File: config.mk
export PLATFORM = sky130hd
export DESIGN_NAME = ex_muldiv_flat
export DESIGN_NICKNAME = d
export VERILOG_FILES = /design/src/rtl/ex_muldiv_if.sv /design/src/rtl/ex_muldiv.sv /design/src/flat_wrapper.sv
export SDC_FILE = /design/constraint.sdc
export NUM_CORES = 1
export LEC_CHECK = 0
export ABC_AREA = 1
export CORE_AREA = 2 2 190 211
export DETAILED_ROUTE_END_ITERATION = 6
export DIE_AREA = 0 0 192 213
export DONT_BUFFER_PORTS = 1
export GPL_TIMING_DRIVEN = 1
export SETUP_SLACK_MARGIN = 0.5
export SLEW_MARGIN = 20
export SYNTH_ARGS = -nofsm -noshare
export SYNTH_HDL_FRONTEND = slang
export SYNTH_SLANG_ARGS = --single-unit
export TNS_END_PERCENT = 10
File: constraint.sdc
create_clock -name clk_i -period 5.3 [get_ports clk_i]
set_clock_uncertainty 0.2 [all_clocks]
set_input_delay 1.06 -clock clk_i [delete_from_list [all_inputs] [get_ports clk_i]]
set_output_delay 1.06 -clock clk_i [all_outputs]
set_load 0.005 [all_outputs]
File: src/rtl/ex_muldiv_if.sv
// ----------------------------------------------------------------------------
// ex_muldiv_if
// Handshake and data bundle between the EX stage and the iterative
// multiply/divide unit.
//   start_i  : one-cycle start request from EX
//   op_i     : operation select (MUL/MULH/MULHU/DIV/MOD/DIVU/MODU)
//   opd1_i   : multiplicand / dividend
//   opd2_i   : multiplier / divisor
//   flush_i  : abort the operation in flight
//   busy_o   : operation in progress
//   done_o   : one-cycle completion pulse
//   result_o : last completed result
// master = EX stage side, slave = ex_muldiv side.
// ----------------------------------------------------------------------------
interface ex_muldiv_if #(
   parameter int WIDTH = 32
);
   logic             start_i;
   logic [2:0]       op_i;
   logic [WIDTH-1:0] opd1_i;
   logic [WIDTH-1:0] opd2_i;
   logic             flush_i;
   logic             busy_o;
   logic             done_o;
   logic [WIDTH-1:0] result_o;

   modport master (
      output start_i, op_i, opd1_i, opd2_i, flush_i,
      input  busy_o, done_o, result_o
   );

   modport slave (
      input  start_i, op_i, opd1_i, opd2_i, flush_i,
      output busy_o, done_o, result_o
   );
endinterface

File: src/rtl/ex_muldiv.sv
// ----------------------------------------------------------------------------
// ex_muldiv
// Iterative multiply/divide engine for the EX stage. Radix-2 shift-add
// multiply and restoring divide, one bit per cycle, WIDTH cycles per op.
// Signed ops work on magnitudes; the result sign is applied on the final
// step. Divide-by-zero and signed overflow complete without iterating.
// Ports:
//   clk_i   : clock, rising edge
//   rst_n_i : asynchronous reset, active low
//   bus     : ex_muldiv_if.slave (start/op/operands/flush in,
//             busy/done/result out)
// ----------------------------------------------------------------------------
module ex_muldiv #(
   parameter int WIDTH = 32
) (
   input  logic        clk_i,
   input  logic        rst_n_i,
   ex_muldiv_if.slave  bus
);
   localparam int CW = $clog2(WIDTH) + 1;
   localparam logic [WIDTH-1:0] MINV = {1'b1, {(WIDTH-1){1'b0}}};

   typedef enum logic [1:0] {S_IDLE, S_RUN, S_DONE} state_t;
   typedef enum logic [1:0] {SEL_LO, SEL_HI, SEL_QUO, SEL_REM} sel_t;

   state_t           r_state;
   sel_t             r_sel;
   logic             r_div;
   logic             r_neg;
   logic             r_busy;
   logic             r_done;
   logic [CW-1:0]    r_cnt;
   logic [WIDTH:0]   r_hi;      // product high half / partial remainder
   logic [WIDTH-1:0] r_lo;      // multiplier / dividend-quotient shifter
   logic [WIDTH-1:0] r_opb;     // multiplicand / divisor magnitude
   logic [WIDTH-1:0] r_result;

   // ---- accept-time decode ----
   sel_t             w_sel;
   logic             w_signed;
   logic             w_is_div;
   logic             w_a_neg;
   logic             w_b_neg;
   logic             w_neg;
   logic [WIDTH-1:0] w_mag1;
   logic [WIDTH-1:0] w_mag2;
   logic             w_div0;
   logic             w_ovf;
   logic             w_special;
   logic [WIDTH-1:0] w_special_res;

   always_comb begin
      w_sel    = SEL_LO;
      w_signed = 1'b0;
      case (bus.op_i)
         3'd1: begin w_sel = SEL_HI;  w_signed = 1'b1; end
         3'd2: begin w_sel = SEL_HI;                   end
         3'd3: begin w_sel = SEL_QUO; w_signed = 1'b1; end
         3'd4: begin w_sel = SEL_REM; w_signed = 1'b1; end
         3'd5: begin w_sel = SEL_QUO;                  end
         3'd6: begin w_sel = SEL_REM;                  end
         default: ;
      endcase
   end

   assign w_is_div = (w_sel == SEL_QUO) || (w_sel == SEL_REM);
   assign w_a_neg  = w_signed & bus.opd1_i[WIDTH-1];
   assign w_b_neg  = w_signed & bus.opd2_i[WIDTH-1];
   // Remainder takes the dividend sign; product and quotient take the XOR.
   assign w_neg    = (w_sel == SEL_REM) ? w_a_neg : (w_a_neg ^ w_b_neg);
   assign w_mag1   = w_a_neg ? ('0 - bus.opd1_i) : bus.opd1_i;
   assign w_mag2   = w_b_neg ? ('0 - bus.opd2_i) : bus.opd2_i;

   assign w_div0    = w_is_div && (bus.opd2_i == '0);
   assign w_ovf     = w_is_div && w_signed && (bus.opd1_i == MINV) && (bus.opd2_i == '1);
   assign w_special = w_div0 || w_ovf;

   always_comb begin
      if (w_div0)
         w_special_res = (w_sel == SEL_QUO) ? '1 : bus.opd1_i;
      else
         w_special_res = (w_sel == SEL_QUO) ? MINV : '0;
   end

   // ---- one iteration step (shared registers for both algorithms) ----
   logic [WIDTH:0]   w_sum;
   logic [WIDTH+1:0] w_shift;
   logic [WIDTH:0]   w_diff;
   logic             w_ge;
   logic [WIDTH:0]   w_hi_n;
   logic [WIDTH-1:0] w_lo_n;

   assign w_sum   = r_hi + {1'b0, (r_lo[0] ? r_opb : '0)};
   assign w_shift = {r_hi, r_lo[WIDTH-1]};
   assign w_ge    = w_shift >= {2'b00, r_opb};
   assign w_diff  = w_shift[WIDTH:0] - {1'b0, r_opb};

   always_comb begin
      if (r_div) begin
         w_hi_n = w_ge ? w_diff : w_shift[WIDTH:0];
         w_lo_n = {r_lo[WIDTH-2:0], w_ge};
      end else begin
         w_hi_n = {1'b0, w_sum[WIDTH:1]};
         w_lo_n = {w_sum[0], r_lo[WIDTH-1:1]};
      end
   end

   // ---- final sign correction and half/quotient/remainder select ----
   logic [2*WIDTH-1:0] w_prod;
   logic [2*WIDTH-1:0] w_prod_c;
   logic [WIDTH-1:0]   w_quo_c;
   logic [WIDTH-1:0]   w_rem_c;
   logic [WIDTH-1:0]   w_final;

   assign w_prod   = {w_hi_n[WIDTH-1:0], w_lo_n};
   assign w_prod_c = r_neg ? ('0 - w_prod) : w_prod;
   assign w_quo_c  = r_neg ? ('0 - w_lo_n) : w_lo_n;
   assign w_rem_c  = r_neg ? ('0 - w_hi_n[WIDTH-1:0]) : w_hi_n[WIDTH-1:0];

   always_comb begin
      case (r_sel)
         SEL_HI:  w_final = w_prod_c[2*WIDTH-1:WIDTH];
         SEL_QUO: w_final = w_quo_c;
         SEL_REM: w_final = w_rem_c;
         default: w_final = w_prod_c[WIDTH-1:0];
      endcase
   end

   // ---- control FSM ----
   always_ff @(posedge clk_i or negedge rst_n_i) begin
      if (!rst_n_i) begin
         r_state  <= S_IDLE;
         r_sel    <= SEL_LO;
         r_div    <= 1'b0;
         r_neg    <= 1'b0;
         r_busy   <= 1'b0;
         r_done   <= 1'b0;
         r_cnt    <= '0;
         r_hi     <= '0;
         r_lo     <= '0;
         r_opb    <= '0;
         r_result <= '0;
      end else if (bus.flush_i) begin
         r_state <= S_IDLE;
         r_busy  <= 1'b0;
         r_done  <= 1'b0;
      end else begin
         r_done <= 1'b0;
         case (r_state)
            S_IDLE, S_DONE: begin
               if (bus.start_i) begin
                  r_sel <= w_sel;
                  r_div <= w_is_div;
                  r_neg <= w_neg;
                  r_hi  <= '0;
                  r_lo  <= w_is_div ? w_mag1 : w_mag2;
                  r_opb <= w_is_div ? w_mag2 : w_mag1;
                  r_cnt <= CW'(WIDTH - 1);
                  if (w_special) begin
                     r_result <= w_special_res;
                     r_state  <= S_DONE;
                     r_done   <= 1'b1;
                     r_busy   <= 1'b0;
                  end else begin
                     r_state <= S_RUN;
                     r_busy  <= 1'b1;
                  end
               end else begin
                  r_state <= S_IDLE;
                  r_busy  <= 1'b0;
               end
            end
            S_RUN: begin
               r_hi  <= w_hi_n;
               r_lo  <= w_lo_n;
               r_cnt <= r_cnt - CW'(1);
               // Last step's result is corrected and registered on the
               // same edge that enters DONE.
               if (r_cnt == '0) begin
                  r_state  <= S_DONE;
                  r_busy   <= 1'b0;
                  r_done   <= 1'b1;
                  r_result <= w_final;
               end
            end
            default: begin
               r_state <= S_IDLE;
               r_busy  <= 1'b0;
            end
         endcase
      end
   end

   assign bus.busy_o   = r_busy;
   assign bus.done_o   = r_done;
   assign bus.result_o = r_result;
endmodule

File: src/flat_wrapper.sv
// flat-port wrapper written by rule: the top's interface ports become plain ports
module ex_muldiv_flat 
#(
   parameter int WIDTH = 32
)
  (clk_i, rst_n_i, bus_start_i, bus_op_i, bus_opd1_i, bus_opd2_i, bus_flush_i, bus_busy_o, bus_done_o, bus_result_o);
  ex_muldiv_if #(.WIDTH(WIDTH)) bus_i ();
  input  logic clk_i;
  input  logic rst_n_i;
  input wire logic [$bits(bus_i.start_i)-1:0] bus_start_i;
  input wire logic [$bits(bus_i.op_i)-1:0] bus_op_i;
  input wire logic [$bits(bus_i.opd1_i)-1:0] bus_opd1_i;
  input wire logic [$bits(bus_i.opd2_i)-1:0] bus_opd2_i;
  input wire logic [$bits(bus_i.flush_i)-1:0] bus_flush_i;
  output wire logic [$bits(bus_i.busy_o)-1:0] bus_busy_o;
  output wire logic [$bits(bus_i.done_o)-1:0] bus_done_o;
  output wire logic [$bits(bus_i.result_o)-1:0] bus_result_o;
  assign bus_i.start_i = bus_start_i;
  assign bus_i.op_i = bus_op_i;
  assign bus_i.opd1_i = bus_opd1_i;
  assign bus_i.opd2_i = bus_opd2_i;
  assign bus_i.flush_i = bus_flush_i;
  assign bus_busy_o = bus_i.busy_o;
  assign bus_done_o = bus_i.done_o;
  assign bus_result_o = bus_i.result_o;
  ex_muldiv #(.WIDTH(WIDTH)) u_core (.clk_i(clk_i), .rst_n_i(rst_n_i), .bus(bus_i));
endmodule
; ---- After elaboration in Yosys (flattened, before gate mapping)
; Index checks and enable logic that the tools add are counted.
[op_classes]
n_addsub = 8
order_cmp = 1
eq_ne = 19
mux = 43
bitwise = 4
n_reduce_logical = 18
[op_table]
columns = cell, count
row1 = $mux 32, 15
row2 = $pmux 32 s2, 2
row3 = $sub 1x32->32 const A, 4
row4 = $mux 33, 3
row5 = $pmux 32 s3, 1
row6 = $pmux 33 s2, 1
row7 = $eq 32x32->1 const B, 2
row8 = $mux 64, 1
row9 = $sub 1x64->64 const A, 1
row10 = $ge 34x32->1, 1
row11 = $add 33x32->33, 1
row12 = $sub 33x32->33, 1
row13 = $logic_not 32->1, 1
row14 = $pmux 6 s2, 1
row15 = $eq 2x2->1 const B, 5
row16 = $mux 1, 10
row17 = $eq 3x3->1 const B, 3
row18 = $mux 2, 4
row19 = $reduce_or 2->1, 4
row20 = $eq 3x2->1 const B, 2
row21 = $logic_not 6->1, 1
row22 = $mux 6, 1
row23 = $pmux 2 s3, 1
row24 = $reduce_and 3->1, 2
row25 = 17 further kinds, 25
[word_totals]
register_bits = 143
input_bits = 71
out_inout_bits = 34

; ---- Depth between registers and ports, before layout
[logic_depth]
word_depth = 13
mapped_depth = 32
depth_no_buf = 32

; ---- Least setup slack after synthesis
; OpenSTA, ideal clock, no wires.
[synth_timing]
kind = reg2reg
startpoint = reg u_core.r_lo[31]
endpoint = reg u_core.r_result[22], in the netlist u_core.bus.result_o[22]
setup_ns = 0.073
arrival_time_ns = 3.592
path_slack_ns = 1.435
stages_incl_launch_ff = 31
path_buffers = 0
synth_period_minus_slack_ns = 3.865
path_cell_list = dfrtp_1 -> inv_1 -> ha_1 -> inv_1 -> fa_1 -> nand3_1 -> nand3_2 -> nand2_2 -> nand2_2 -> nand2_4 -> nand3_4 -> o21ai_2 -> ha_1 -> nand3_2 -> nor2_2 -> nand2_2 -> nor2_2 -> nand2_1 -> nor2_2 -> nand4_2 -> nor2_2 -> inv_2 -> o21ai_2 -> nand2_2 -> nor2_4 -> nand2_1 -> nand2_1 -> nand3_1 -> nand3_1 -> nand2_1 -> a21oi_2
[synth_between]
elab_chain_cells = 8
word_cells_on_any_way = 14
[synth_rtl]
columns = element, line_no
row1 = start: declaration, ex_muldiv.sv:34  ; logic [WIDTH-1:0] r_lo;
row2 = start signal: assignment, ex_muldiv.sv:156  ; r_lo <= w_is_div ? w_mag1 : w_mag2;
row3 = start signal: assignment, ex_muldiv.sv:175  ; r_lo <= w_lo_n;
row4 = $sub 33x32->33 or $ge 34x32->1 (tied branches), "ex_muldiv.sv:96, ex_muldiv.sv:95"
row5 = $mux 33, ex_muldiv.sv:100  ; w_hi_n = w_ge ? w_diff : w_shift[WIDTH:0];
row6 = $mux 33, ex_muldiv.sv:99  ; if (r_div) begin
row7 = $sub 1x64->64 or $sub 1x32->32 (tied branches), "ex_muldiv.sv:116, ex_muldiv.sv:118"
row8 = $mux 64 or $mux 32 (tied branches), "ex_muldiv.sv:116, ex_muldiv.sv:118"
row9 = $pmux 32 s3 *, ex_muldiv.sv:121  ; case (r_sel)
row10 = $mux 32 *, ex_muldiv.sv:179  ; if (r_cnt == '0) begin
row11 = $pmux 32 s2 *, ex_muldiv.sv:149  ; case (r_state)
row12 = end signal: assignment, ex_muldiv.sv:160  ; r_result <= w_special_res;
row13 = end signal: assignment, ex_muldiv.sv:183  ; r_result <= w_final;
row14 = end: declaration, ex_muldiv.sv:36  ; logic [WIDTH-1:0] r_result;
; Mark *: on every way between the ends. The rest lies on a longest branch, timed or not. The select of a mux whose other input is x is not followed.
; A chain may end at the register's enable or synchronous reset.

; ---- Worst setup path after layout
[layout_timing]
startpoint = reg u_core.r_hi[1]
endpoint = reg u_core.r_result[31], in the netlist u_core.bus.result_o[31]
[layout_between]
elab_chain_cells = 8
word_cells_on_any_way = 15
[layout_rtl]
columns = element, line_no
row1 = start: declaration, ex_muldiv.sv:33  ; logic [WIDTH:0] r_hi;
row2 = start signal: assignment, ex_muldiv.sv:174  ; r_hi <= w_hi_n;
row3 = $sub 33x32->33 or $ge 34x32->1 (tied branches), "ex_muldiv.sv:96, ex_muldiv.sv:95"
row4 = $mux 33, ex_muldiv.sv:100
row5 = $mux 33, ex_muldiv.sv:99
row6 = $sub 1x64->64 or $sub 1x32->32 (tied branches), "ex_muldiv.sv:116, ex_muldiv.sv:118"
row7 = $mux 64 or $mux 32 (tied branches), "ex_muldiv.sv:116, ex_muldiv.sv:118"
row8 = $pmux 32 s3 *, ex_muldiv.sv:121
row9 = $mux 32 *, ex_muldiv.sv:179
row10 = $pmux 32 s2 *, ex_muldiv.sv:149
; Marked as above.

==> results.toml <==
[status]
status = "complete, but fails checks"
violations = "DRC"

[critical_path]
worstPathMaxFanout = 30
cp_num_buf_inv = 3
cp.depth = 24
endpoint_kind = "flop"
critical_path.max_stage_delay_ns = 0.47
crit_path_start_kind = "flop"
cp-startpoint = "u_core.r_hi[1]"
reg2reg_depth = 24
arrival_ns = 4.77
r2r-end = "u_core.bus.result_o[31]"
path_delay_family = "simple AND/OR/NAND/NOR gates"
cp_slowest_cell = "dfrtp_1"
required_ns = 5.42
crit_path_frequent_cell = "nand2_1"
path_cells = "ha_1 > nand2_1 > nor2_1 > nand2_1 > nor2_1 > nand2_1 > nand3_2 > nor2_4 > buf_4 > nand2_8 > buf_4 > nand3_1 > nand2_1 > nand2_1 > inv_2 > nand3_1 > nor2_1 > nand2_1 > nand2_2 > nand3_1 > nand3_1 > nand3_1 > nand2_1 > a21oi_1"
path_class = "reg2reg"
r2r_slack_ns = 0.65
worstReg2RegStart = "u_core.r_hi[1]"

[clock_network]
insertion_delay_ns = 0.46
clk_pin_slew_ns = 0.07
h-tree-depth = 4
cts_buffer_depth = 2
numCtsBuffers = 17
cts_tree = "built"
root_buffer = "clkbuf_16"
cts_num_sinks = 143

[yosys]
ys_ff_latch = 143
synth_area_leader_cell = "dfrtp_1"
synth_area_leaders = "dfrtp_1, nand2_1, inv_1"
async_flop_share = 1.00
synthDominantCellAreaShare = 0.207
netlist_top_cells_count = "nand2_1, inv_1, nor2_1, nand3_1, dfrtp_1"
syn_inst = 2918
syn_area_per_cell_um2 = 5.92
synth_area_um2 = 17300
synth_nets = 3062
yosysSeqAreaShare = 0.207
ys_types = 60
synth_edf_count = 0
yosys_warnings = 0
ys.flop_type = "dfrtp_1"
yosysMostFrequentCell = "nand2_1"

[grt]
grt_pass1_wl_um = 124000
grt_start_max_net_pins = 144
antenna_found_initial = 2
overflow = 0
grt_pass1_vias = 19800
grt_use_total = 0.419

[placement]
hpwl_um = 69400
gp_congestion = 1.07
port_buffers = 0

[die]
die_x_um = 192
die_area_um2 = 40900
die_y_um = 213
fp-row-count = 76
floorplan.initialDensity = 0.446
io_pins = 105
coreArea_um2 = 38800

[routing]
wl_met1_um = 31700
wl_um = 85400
vias = 20500
firstDrtPassIters = 7
final_antenna_net_count = 0
wl_met3_um = 6950
remaining_drc_errors = 1
wl_met2_um = 39000
wire_per_inst_um = 24.9
vias_per_cell = 5.97
top_layer = "met4"
drtIter0Drc = 2457

[power_and_ir_drop]
ir_worst_vdd_mv = 0.260
power_mw = 12.9
p_leak_nw = 9.48
power_density_nw_per_um2 = 688

[job]
max_cap_violations = 0

[timing]
rsz0062_at_grt = "true"
maxSlewViolCount = 0
worstMarginPinSlew_ns = 1.22
hold_violations = 0
period_minus_slack_ns = 4.65
setup_viol = 0
fmax_ghz = 0.215
fin_setup_tns_ns = 0
relSlewSlack = 0.177
fin_crit_sh = 0.877

[cells_and_area]
final_nets = 3057
layout-drive-gt1-share = 0.0950
area_delta_synth_final_pct = 8.24

[hold_path]
hold_path.class = "in2async"
-- layout make-up --
| cell class | count | area, um^2 |
|---|---|---|
| timing repair buffer | 66 | 505 |
| antenna | 2 | 5.00 |
| multi-input combinational | 2222 | 11700 |
| tap | 507 | 634 |
| clock buffer | 18 | 429 |
| fill | 4232 | 20100 |
| sequential | 143 | 3590 |
| inverter | 463 | 1740 |
| clock inverter | 14 | 146 |
-- cell families after synthesis --
kind of cell / share of synthesized area
and+or+nand+nor: 0.407
DFF: 0.207
adders and majority gates: 0.0537
buffers and inverters: 0.127
AOI/OAI and AO/OA: 0.163
xor gates and xnor gates: 0.0426
-- worst max path at each step --
stage          slack (ns)                       to
2_1_floorplan        1.43  u_core.bus.result_o[22]
3_3_place_gp         0.25   u_core.bus.result_o[0]
3_5_place_dp         0.26   u_core.bus.result_o[0]
4_1_cts              0.51  u_core.bus.result_o[16]
5_1_grt              0.44  u_core.bus.result_o[22]
6_report             0.65  u_core.bus.result_o[31]
-- worst register-to-register path, delay by kind of cell (launching register included) --
family                   cells  cell delay (ns)
AO/OA/AOI/OAI                1             0.07
adder cells (fa/ha/maj)      1             0.43
buffers and inverters        3             0.65
flip-flops                   1             0.47
AND/OR/NAND/NOR             19             2.70
-- per-layer routing --
layer,vias up,GRT usage
li1,9460,-
met1,9609,0.486
met2,1120,0.688
met3,310,0.0728
met4,0,0.325
met5,-,0
-- registers in the layout, indices dropped and copies added, names as in the netlist --
register	cells
u_core.r_sel	2
u_core.bus.busy_o	1
u_core.r_state	2
u_core.r_neg	1
u_core.bus.result_o	32
u_core.bus.done_o	1
u_core.r_cnt	6
u_core.r_hi	33
u_core.r_div	1
u_core.r_opb	32
u_core.r_lo	32
-- power by group --
part | total (mW) | internal (mW) | switching, mW
Combinational | 9.54 | 2.70 | 6.84
Sequential | 2.05 | 1.51 | 0.541
Clock | 1.28 | 0.668 | 0.610
-- what timing repair did --
| action | CTS | global route |
|---|---|---|
| gates cloned | 0 | 1 |
| buffers inserted | 0 | 14 |
| endpoints found under the setup margin | 6 | 22 |
| gates resized for setup | 3 | 34 |
| pin swaps | 0 | 6 |
| hold buffers | 0 | 0 |
-- cell usage in the layout, fill, tap and decap left out, types with 25 or more instances in the layout --
cell type,count
o211ai_1,25
o221ai_1,31
buf_4,64
a21oi_1,137
nand3_1,250
nor3_1,35
ha_1,64
nand2_1,802
inv_2,26
inv_1,431
o21ai_0,120
nand2_2,31
xor2_1,62
nand4_1,51
nor2_1,320
a22oi_1,30
o22ai_1,32
dfrtp_1,133
nor2_2,35
o21ai_1,27
-- per-stage QoR --
step	instance area (um^2)	utilization	hold slack (ns)	cells	setup slack (ns)
after global placement	17900	0.461	0.296	3386	0.250
after detailed placement	17900	0.461	0.296	3386	0.262
after floorplan	17300	-	0.279	2918	1.43
after global routing	18700	0.482	0.0772	3433	0.442
final	18700	0.482	0.0885	3435	0.653
after CTS	18500	0.476	0.0822	3418	0.513
Note: power is estimated with default switching activity, not from simulation.
